==> config.mk <==
export PLATFORM = sky130hd
export DESIGN_NAME = dcounter
export DESIGN_NICKNAME = d
export VERILOG_FILES = /design/src/rtl/dcounter.sv
export SDC_FILE = /design/constraint.sdc
export NUM_CORES = 1
export LEC_CHECK = 0
export BUFFER_PORTS_ARGS = -buffer_cell sky130_fd_sc_hd__buf_2
export CAP_MARGIN = 10
export CORE_MARGIN = 2
export CORE_UTILIZATION = 40
export DETAILED_ROUTE_END_ITERATION = 6
export PLACE_DENSITY_LB_ADDON = 0.05
export SLEW_MARGIN = 10
export SYNTH_ARGS = -nofsm -noshare
export SYNTH_HDL_FRONTEND = slang
export SYNTH_SLANG_ARGS = --single-unit
==> constraint.sdc <==
create_clock -name clock -period 4.6 [get_ports clock]
set_clock_uncertainty 0.2 [all_clocks]
set_input_delay 0.92 -clock clock [delete_from_list [all_inputs] [get_ports clock]]
set_output_delay 0.92 -clock clock [all_outputs]
set_load 0.01 [all_outputs]
==> src/rtl/dcounter.sv <==
// 4-digit BCD up-counter with a short digit-clearing init phase.
// Counts once per clock while d_en is high and rdy is set.
module dcounter #(
  parameter int DIGITS      = 4,
  parameter int INIT_CYCLES = 4
) (
  input  logic                  clock,
  input  logic                  rst,
  input  logic                  d_en,
  output logic [4*DIGITS-1:0]   d_out,
  output logic                  rdy
);

  localparam int CW = (INIT_CYCLES > 1) ? $clog2(INIT_CYCLES) : 1;

  typedef enum logic [1:0] {
    INIT = 2'b00,
    RUN  = 2'b01
  } state_t;

  state_t              state, state_n;
  logic [CW-1:0]       cnt, cnt_n;
  logic [4*DIGITS-1:0] out_n;
  logic                rdy_n;
  logic                carry;

  always_ff @(posedge clock) begin
    if (rst) begin
      state <= INIT;
      cnt   <= '0;
      d_out <= '0;
      rdy   <= 1'b0;
    end else begin
      state <= state_n;
      cnt   <= cnt_n;
      d_out <= out_n;
      rdy   <= rdy_n;
    end
  end

  always_comb begin
    state_n = INIT;
    cnt_n   = cnt;
    out_n   = d_out;
    rdy_n   = 1'b0;
    carry   = 1'b0;
    case (state)
      INIT: begin
        cnt_n = cnt + CW'(1);
        for (int k = 0; k < DIGITS; k++) begin
          if (cnt == CW'(k))
            out_n[4*k +: 4] = 4'd0;
        end
        if (cnt == CW'(INIT_CYCLES - 1)) begin
          state_n = RUN;
          rdy_n   = 1'b1;
        end
      end
      RUN: begin
        state_n = RUN;
        rdy_n   = 1'b1;
        carry   = d_en;
        // Digits of 9 or above (illegal A-F too) roll to 0 and carry on.
        for (int k = 0; k < DIGITS; k++) begin
          if (carry) begin
            if (d_out[4*k +: 4] >= 4'd9) begin
              out_n[4*k +: 4] = 4'd0;
            end else begin
              out_n[4*k +: 4] = d_out[4*k +: 4] + 4'd1;
              carry           = 1'b0;
            end
          end
        end
      end
      default: begin
        state_n = INIT;
        cnt_n   = '0;
      end
    endcase
  end

endmodule

==> impl_metrics.env, run 1 <==
export IMPL_maxClockFrequency_mhz=423.6
export IMPL_detailedRoute_firstPassIterationCount=5
export IMPL_outcome="complete, no violations"
export IMPL_post_synth_top_area_fraction=0.3248
export IMPL_critPathBufInv=1
export IMPL_drtIter0Drc=38
export IMPL_timing_critical_path_to="rdy"
export IMPL_power_leakage_uw=0.0005592
export IMPL_synth_yosys_seq_area_share=0.3248
export IMPL_cts_htree_levels=1
export IMPL_cp_depth=1
export IMPL_cts_tree="done"
export IMPL_final_min_clock_period_ns=2.361
export IMPL_num_nets_final=173
export IMPL_critical_path_reg2reg_startpoint="d_out[5]$_SDFFE_PP0P_"
export IMPL_postCtsSetupRepairBufs=0
export IMPL_power_ir_vdd_worst_mv=0.2106
export IMPL_routed_via_count=990
export IMPL_cts_made_buffers=3
export IMPL_hold_path_class="register to register"
export IMPL_max_slew_worst_pin_slew_ns=0.5695
export IMPL_io_pin_count=20
export IMPL_final_min_period_over_clock_period=0.5132
export IMPL_gp_congestion=0.8687
export IMPL_ys_flop_type="sky130_fd_sc_hd__dfxtp_1"
export IMPL_critical_path_top_delay_family="flip-flops"
export IMPL_synthSimpleGateAreaFrac=0.2062
export IMPL_worstSetupEndpointType="primary output"
export IMPL_synth_top_family_by_area="simple AND/OR/NAND/NOR gates"
export IMPL_die_height_um=58.11
export IMPL_yosys_area_share_xor_xnor=0.007479
export IMPL_layout_area_overhead_vs_synth_pct=12.29
export IMPL_layout_cells_non_filler=184
export IMPL_fraction_of_layout_instances_using_a_drive_strength_above_1=0.1895
export IMPL_synth_compound_area_frac=0.1912
export IMPL_hold_ws_ns=0.3103
export IMPL_maxSlewHeadroom=0.6198
export IMPL_yosys_area_share_adder=0.1709
export IMPL_crit_start="rdy$_SDFF_PP0_"
export IMPL_timing_reg2reg_worst_path_depth=6
export IMPL_min_delay_path_depth=1
export IMPL_power_per_cell_area_nw_per_um2=241.9
export IMPL_top_cells_by_area_in_the_synthesized_netlist="sky130_fd_sc_hd__dfxtp_1, sky130_fd_sc_hd__ha_1, sky130_fd_sc_hd__inv_1, sky130_fd_sc_hd__a21oi_1, sky130_fd_sc_hd__mux2i_1"
export IMPL_slew_violations=0
export IMPL_power_share_sequential=0.563
export IMPL_timing_rr_end="d_out[6]$_SDFFE_PP0P_"
export IMPL_synth_area_mux_share=0.03419
export IMPL_dpl_hpwl_um=1695
export IMPL_globalRouteOverflowTotal=0
export IMPL_async_flop_share=0
export IMPL_pwr_total_uw=318.1
export IMPL_post_cts_clock_slew_at_the_launch_and_capture_registers_of_the_worst_setup_and_hold_paths_ns=0.12
export IMPL_floorplan_initialDensity=0.4247
export IMPL_cts_root_buffer_cell="sky130_fd_sc_hd__clkbuf_4"
export IMPL_postRouteAntennaNets=0
export IMPL_antenna_violations_before_repair=0
export IMPL_routed_wire_length_per_instance_um=12.40
export IMPL_critical_path_slowest_cell="sky130_fd_sc_hd__dfxtp_1"
export IMPL_avgSynthCellArea_sq_um=8.740
export IMPL_hold_path_start="d_out[14]$_SDFFE_PP0P_"
export IMPL_clock_power_share=0.276
export IMPL_drc=0
export IMPL_grt_setup_unrepaired="false"
export IMPL_cts_root_to_sink_buffers=2
export IMPL_largest_net_degree_at_the_start_of_global_routing=21
export IMPL_critical_path_max_stage_delay_ns=0.70
export IMPL_placed_cells_incl_taps=180
export IMPL_grt_use_total=0.1490
export IMPL_drt_wl_total_um=2282
export IMPL_switching_share=0.2954
export IMPL_insertedDiodeCount=0
export IMPL_first_global_vias=896
export IMPL_cts_resized=0
export IMPL_p_sw_uw=93.97
export IMPL_setup_ws_ns=2.239
export IMPL_post_synth_inst_count=134
export IMPL_place_port_buffers=19
export IMPL_synthTopCellsByCount="sky130_fd_sc_hd__dfxtp_1, sky130_fd_sc_hd__ha_1, sky130_fd_sc_hd__inv_1"
export IMPL_floorplan_die_width_um=58.11
export IMPL_synth_distinct_cells=32
export IMPL_die_area_sq_um=3377
export IMPL_grt_pass1_wl_um=3946
export IMPL_synthDominantAreaCellType="sky130_fd_sc_hd__dfxtp_1"
export IMPL_setup_tns_final_ns=0
export IMPL_category_of_the_worst_setup_path_launch_point="register"
export IMPL_edff_count_synth=0
export IMPL_synth_seq_cells=19
export IMPL_setup_violations=0
export IMPL_timing_reg2reg_setup_slack_ns=2.55
export IMPL_clock_insertion_delay_worst_skew_ns=0.30
export IMPL_synth_fp_nets=153
export IMPL_cp_cell_sequence="buf_2"
export IMPL_crit_path_max_fanout=17
export IMPL_cts_hold_fix_buffers=0
export IMPL_worst_endpoint_required_ns=3.48
export IMPL_power_share_combinational=0.161
export IMPL_place_ws_ns=2.368
export IMPL_std_cell_core_area_sq_um=2758
export IMPL_tritoncts_num_sinks=19
export IMPL_core_rowCount=19
export IMPL_hold_viol=0
export IMPL_cap_violations=0
export IMPL_power_report_internal_total_uw=224.1
export IMPL_synth_most_common_cell="sky130_fd_sc_hd__dfxtp_1"
export IMPL_critical_path_arrival_ns=1.24
export IMPL_vias_per_cell=5.380
export IMPL_category_of_the_critical_setup_timing_path="register to primary output"
export IMPL_post_synth_instance_area_sq_um=1171
export IMPL_synthesis_yosys_warnings=0
-- state kept, by name (all words and copies together) (netlist names) --
name   flops
d_out     16
cnt        2
rdy        1
-- per-stage QoR --
step	instance area, sq um	utilization
finish	1315	0.4769
floorplan	1171	-
global route	1315	0.4769
CTS	1315	0.4769
detailed placement	1289	0.4673
global placement	1289	0.4673
-- logic make-up after synthesis --
logic type                 Yosys count
AOI/OAI and AO/OA                   31
DFF                                 19
xor gates and xnor gates             1
and+or+nand+nor                     43
adders and majority gates           16
muxes                                4
buffers and inverters               20
-- metal layers --
| metal | vias to the layer above | routed length, um | global-route usage |
|---|---|---|---|
| li1 | 517 | - | - |
| met1 | 458 | 1145 | 0.1951 |
| met2 | 13 | 1054 | 0.2419 |
| met3 | 2 | 66 | 0.04018 |
| met4 | 0 | 16 | 0.03987 |
| met5 | - | 0 | 0 |
-- how the worst min path moves through the flow --
stage | end | slack, ns
finish | d_out[14]$_SDFFE_PP0P_ | 0.31
global placement | d_out[9]$_SDFFE_PP0P_ | 0.29
global route | d_out[13]$_SDFFE_PP0P_ | 0.35
CTS | d_out[14]$_SDFFE_PP0P_ | 0.31
floorplan | d_out[14]$_SDFFE_PP0P_ | 0.30
detailed placement | d_out[14]$_SDFFE_PP0P_ | 0.28
-- cell type report --
cell class / count / area (sq um)
fill: 276 / 1443
multi-input combinational: 95 / 714.4
sequential: 19 / 380.4
timing repair buffer: 19 / 95.09
inverter: 16 / 60.06
tap: 31 / 38.79
clock buffer: 4 / 26.28
-- power groups by stage --
stage	Sequential [uW]	Combinational, uW	Clock (uW)
after floorplan	180	41.3	0
after global placement	183	50.8	0
after detailed placement	183	51.2	0
after CTS	179	51.5	90.9
after global routing	181	59.4	97.5
final	179	51.2	87.8
-- layout by cell type (no fill, tap or decap), types with 2 or more instances in the layout --
cell | synthesis | final
sky130_fd_sc_hd__a21oi_1 | 8 | 8
sky130_fd_sc_hd__a22oi_1 | 3 | 3
sky130_fd_sc_hd__a311oi_1 | 2 | 2
sky130_fd_sc_hd__a31oi_1 | 3 | 3
sky130_fd_sc_hd__a41oi_1 | 3 | 3
sky130_fd_sc_hd__and3_1 | 2 | 2
sky130_fd_sc_hd__buf_2 | 0 | 19
sky130_fd_sc_hd__clkbuf_4 | 0 | 3
sky130_fd_sc_hd__dfxtp_1 | 19 | 19
sky130_fd_sc_hd__ha_1 | 16 | 16
sky130_fd_sc_hd__inv_1 | 16 | 16
sky130_fd_sc_hd__mux2i_1 | 4 | 4
sky130_fd_sc_hd__nand2_1 | 6 | 6
sky130_fd_sc_hd__nand2b_1 | 6 | 6
sky130_fd_sc_hd__nand3_1 | 4 | 4
sky130_fd_sc_hd__nand4_1 | 6 | 6
sky130_fd_sc_hd__nor2_1 | 10 | 10
sky130_fd_sc_hd__o21ai_0 | 5 | 5
sky130_fd_sc_hd__o22ai_1 | 2 | 2
sky130_fd_sc_hd__or3b_2 | 2 | 2
sky130_fd_sc_hd__or3b_4 | 2 | 2
Power figures use the tool's default switching activity.
==> run 2, diff against run 1 <==
--- a/config.mk
+++ b/config.mk
@@ -5,6 +5,7 @@
 export SDC_FILE = /design/constraint.sdc
 export NUM_CORES = 1
 export LEC_CHECK = 0
+export ABC_AREA = 1
 export BUFFER_PORTS_ARGS = -buffer_cell sky130_fd_sc_hd__buf_2
 export CAP_MARGIN = 10
 export CORE_MARGIN = 2
==> constraint.sdc (replaced) <==
create_clock -name clock -period 2 [get_ports clock]
set_clock_uncertainty 0.2 [all_clocks]
set_input_delay 0.4 -clock clock [delete_from_list [all_inputs] [get_ports clock]]
set_output_delay 0.4 -clock clock [all_outputs]
set_load 0.01 [all_outputs]
==> run 2 against run 1 <==
Flip-flop and latch count stayed put. Critical path type is now register to register. Non-clock buffer count is the same. Global-route usage rose by 0.28 points. Sequential power increased by 140%. Hold slack worse by 0.12 ns. Total power grew to 2.6 times the previous value. Critical path depth rose by 9. Final cell count is 19% higher. Setup slack worse by 2.0 ns.
==> impl_metrics.env, run 2 <==
export IMPL_power_share_sequential=0.525
export IMPL_cts_resized=0
export IMPL_die_area_sq_um=3474
export IMPL_setup_violations=0
export IMPL_num_nets_final=208
export IMPL_power_ir_vdd_worst_mv=0.2687
export IMPL_avgSynthCellArea_sq_um=7.274
export IMPL_cts_tree="done"
export IMPL_postRouteAntennaNets=0
export IMPL_first_global_vias=935
export IMPL_insertedDiodeCount=0
export IMPL_critical_path_arrival_ns=1.74
export IMPL_synth_fp_nets=185
export IMPL_setup_tns_final_ns=0
export IMPL_tritoncts_num_sinks=19
export IMPL_synth_distinct_cells=23
export IMPL_cts_root_buffer_cell="sky130_fd_sc_hd__clkbuf_4"
export IMPL_synthDominantAreaCellType="sky130_fd_sc_hd__dfxtp_1"
export IMPL_edff_count_synth=0
export IMPL_outcome="complete, no violations"
export IMPL_post_synth_instance_area_sq_um=1207
export IMPL_std_cell_core_area_sq_um=2805
export IMPL_largest_registers_ranked_by_flip_flop_count="d_out: 16 flops, cnt: 2 flops, rdy: 1 flops"
export IMPL_floorplan_die_width_um=58.94
export IMPL_cts_made_buffers=3
export IMPL_largest_net_degree_at_the_start_of_global_routing=12
export IMPL_critical_path_top_delay_family="simple AND/OR/NAND/NOR gates"
export IMPL_power_report_internal_total_uw=547.0
export IMPL_synth_seq_cells=19
export IMPL_maxSlewHeadroom=0.7764
export IMPL_drt_wl_total_um=2288
export IMPL_switching_share=0.3420
export IMPL_critical_path_slowest_cell="sky130_fd_sc_hd__dfxtp_1"
export IMPL_slew_violations=0
export IMPL_postCtsSetupRepairBufs=0
export IMPL_post_synth_top_area_fraction=0.3150
export IMPL_ys_flop_type="sky130_fd_sc_hd__dfxtp_1"
export IMPL_crit_path_max_fanout=5
export IMPL_category_of_the_critical_setup_timing_path="register to register"
export IMPL_drc=0
export IMPL_place_port_buffers=19
export IMPL_grt_use_total=0.1518
export IMPL_post_synth_inst_count=166
export IMPL_grt_setup_unrepaired="false"
export IMPL_synthTopCellsByCount="sky130_fd_sc_hd__nand2_1, sky130_fd_sc_hd__inv_1, sky130_fd_sc_hd__nor2_1"
export IMPL_layout_common_cells="sky130_fd_sc_hd__nand2_1, sky130_fd_sc_hd__inv_1, sky130_fd_sc_hd__nor2_1"
export IMPL_routed_via_count=1043
export IMPL_top_register="d_out"
export IMPL_die_height_um=58.94
export IMPL_async_flop_share=0
export IMPL_synth_most_common_cell="sky130_fd_sc_hd__nand2_1"
export IMPL_vias_per_cell=4.763
export IMPL_synthesis_yosys_warnings=0
export IMPL_antenna_violations_before_repair=0
export IMPL_clock_insertion_delay_worst_skew_ns=0.31
export IMPL_final_common_cell="sky130_fd_sc_hd__nand2_1"
export IMPL_cts_root_to_sink_buffers=2
export IMPL_layout_area_overhead_vs_synth_pct=13.06
export IMPL_hold_path_class="primary input to register"
export IMPL_worstSetupEndpointType="register"
export IMPL_pwr_total_uw=831.3
export IMPL_io_pin_count=20
export IMPL_globalRouteOverflowTotal=0
export IMPL_cp_cell_sequence="inv_1 -> ha_1 -> nand2_1 -> nand3_4 -> nor2_4 -> inv_2 -> nand2_4 -> inv_1 -> nor2_1 -> nor2_1"
export IMPL_drtIter0Drc=25
export IMPL_top_cells_by_area_in_the_synthesized_netlist="sky130_fd_sc_hd__dfxtp_1, sky130_fd_sc_hd__ha_1, sky130_fd_sc_hd__nand2_1, sky130_fd_sc_hd__inv_1, sky130_fd_sc_hd__a21oi_1"
export IMPL_gp_congestion=0.8388
export IMPL_power_share_combinational=0.225
export IMPL_p_sw_uw=284.3
export IMPL_power_per_cell_area_nw_per_um2=609.0
export IMPL_max_slew_worst_pin_slew_ns=0.3354
export IMPL_critPathBufInv=3
export IMPL_dpl_hpwl_um=1728
export IMPL_cts_htree_levels=1
export IMPL_category_of_the_worst_setup_path_launch_point="register"
export IMPL_worst_endpoint_required_ns=2.01
export IMPL_critical_path_max_stage_delay_ns=0.42
export IMPL_final_min_clock_period_ns=1.728
export IMPL_power_leakage_uw=0.0006897
export IMPL_final_min_period_over_clock_period=0.8640
export IMPL_floorplan_initialDensity=0.4304
export IMPL_clock_power_share=0.250
export IMPL_post_cts_clock_slew_at_the_launch_and_capture_registers_of_the_worst_setup_and_hold_paths_ns=0.13
export IMPL_routed_wire_length_per_instance_um=10.45
export IMPL_largest_reg_flops=16
export IMPL_core_rowCount=19
export IMPL_hold_viol=0
export IMPL_maxClockFrequency_mhz=578.7
export IMPL_synth_yosys_seq_area_share=0.3150
export IMPL_grt_pass1_wl_um=4091
export IMPL_cap_violations=0
export IMPL_fraction_of_layout_instances_using_a_drive_strength_above_1=0.1968
export IMPL_detailedRoute_firstPassIterationCount=4
export IMPL_cts_hold_fix_buffers=0
-- run 2: changes by cell type after synthesis, sizes merged, moves of 4 or more --
cell	previous run	this run
nand2b	6	0
mux2i	4	0
a21oi	9	16
or3b	4	0
inv	16	23
nand2	6	41
nand4	6	0
nand3	4	10
nor2	10	22
-- run 2: power groups by stage --
stage	sequential (uW)	combinational [uW]	clock [uW]
global placement	444	187	0
floorplan	448	132	0
detailed placement	446	189	0
CTS	438	190	216
global route	442	221	240
finish	436	187	208
-- run 2: per-stage QoR --
stage	instance area [sq um]	hold slack, ns	std cells	utilization	setup WS (ns)
final	1365	0.1918	219	0.4866	0.2720
after global routing	1365	0.1904	219	0.4866	0.1215
after CTS	1365	0.1913	219	0.4866	0.2500
after detailed placement	1338	0.2881	215	0.4768	0.2756
after global placement	1338	0.2836	215	0.4768	0.3389
after floorplan	1207	0.2626	166	-	0.3585
-- run 2: cell families after synthesis --
family                     Yosys count  share of synthesized area
AOI/OAI and AO/OA                   25                     0.1109
xor gates and xnor gates             5                    0.03627
adders and majority gates           16                     0.1658
buffers and inverters               25                    0.07876
DFF                                 19                     0.3150
and+or+nand+nor                     76                     0.2933
-- run 2: per-layer routing --
layer,part of all wire,up-vias,GRT usage,wire length [um]
met3,0.031,4,0.02637,71
met2,0.45,17,0.2333,1022
met5,0,-,0,0
li1,-,566,-,-
met1,0.51,456,0.2110,1164
met4,0.013,0,0.05844,29
-- run 2: final cells by class --
class | instances | area, sq um
sequential | 19 | 380.4
clock buffer | 3 | 22.52
multi-input combinational | 122 | 732.0
tap | 31 | 38.79
clock inverter | 1 | 5.005
inverter | 24 | 91.34
fill | 296 | 1440
timing repair buffer | 19 | 95.09
-- run 2: worst paths after layout --
kind,startpoint,end,slack (ns),depth (start not counted)
worst max-delay path,d_out[0]$_SDFFE_PP0P_,d_out[11]$_SDFFE_PP0P_,0.27,10
worst min-delay path,rst,d_out[14]$_SDFFE_PP0P_,0.19,2
worst max register to register,d_out[0]$_SDFFE_PP0P_,d_out[11]$_SDFFE_PP0P_,0.27,10
worst min register to register,d_out[7]$_SDFFE_PP0P_,d_out[7]$_SDFFE_PP0P_,0.30,2
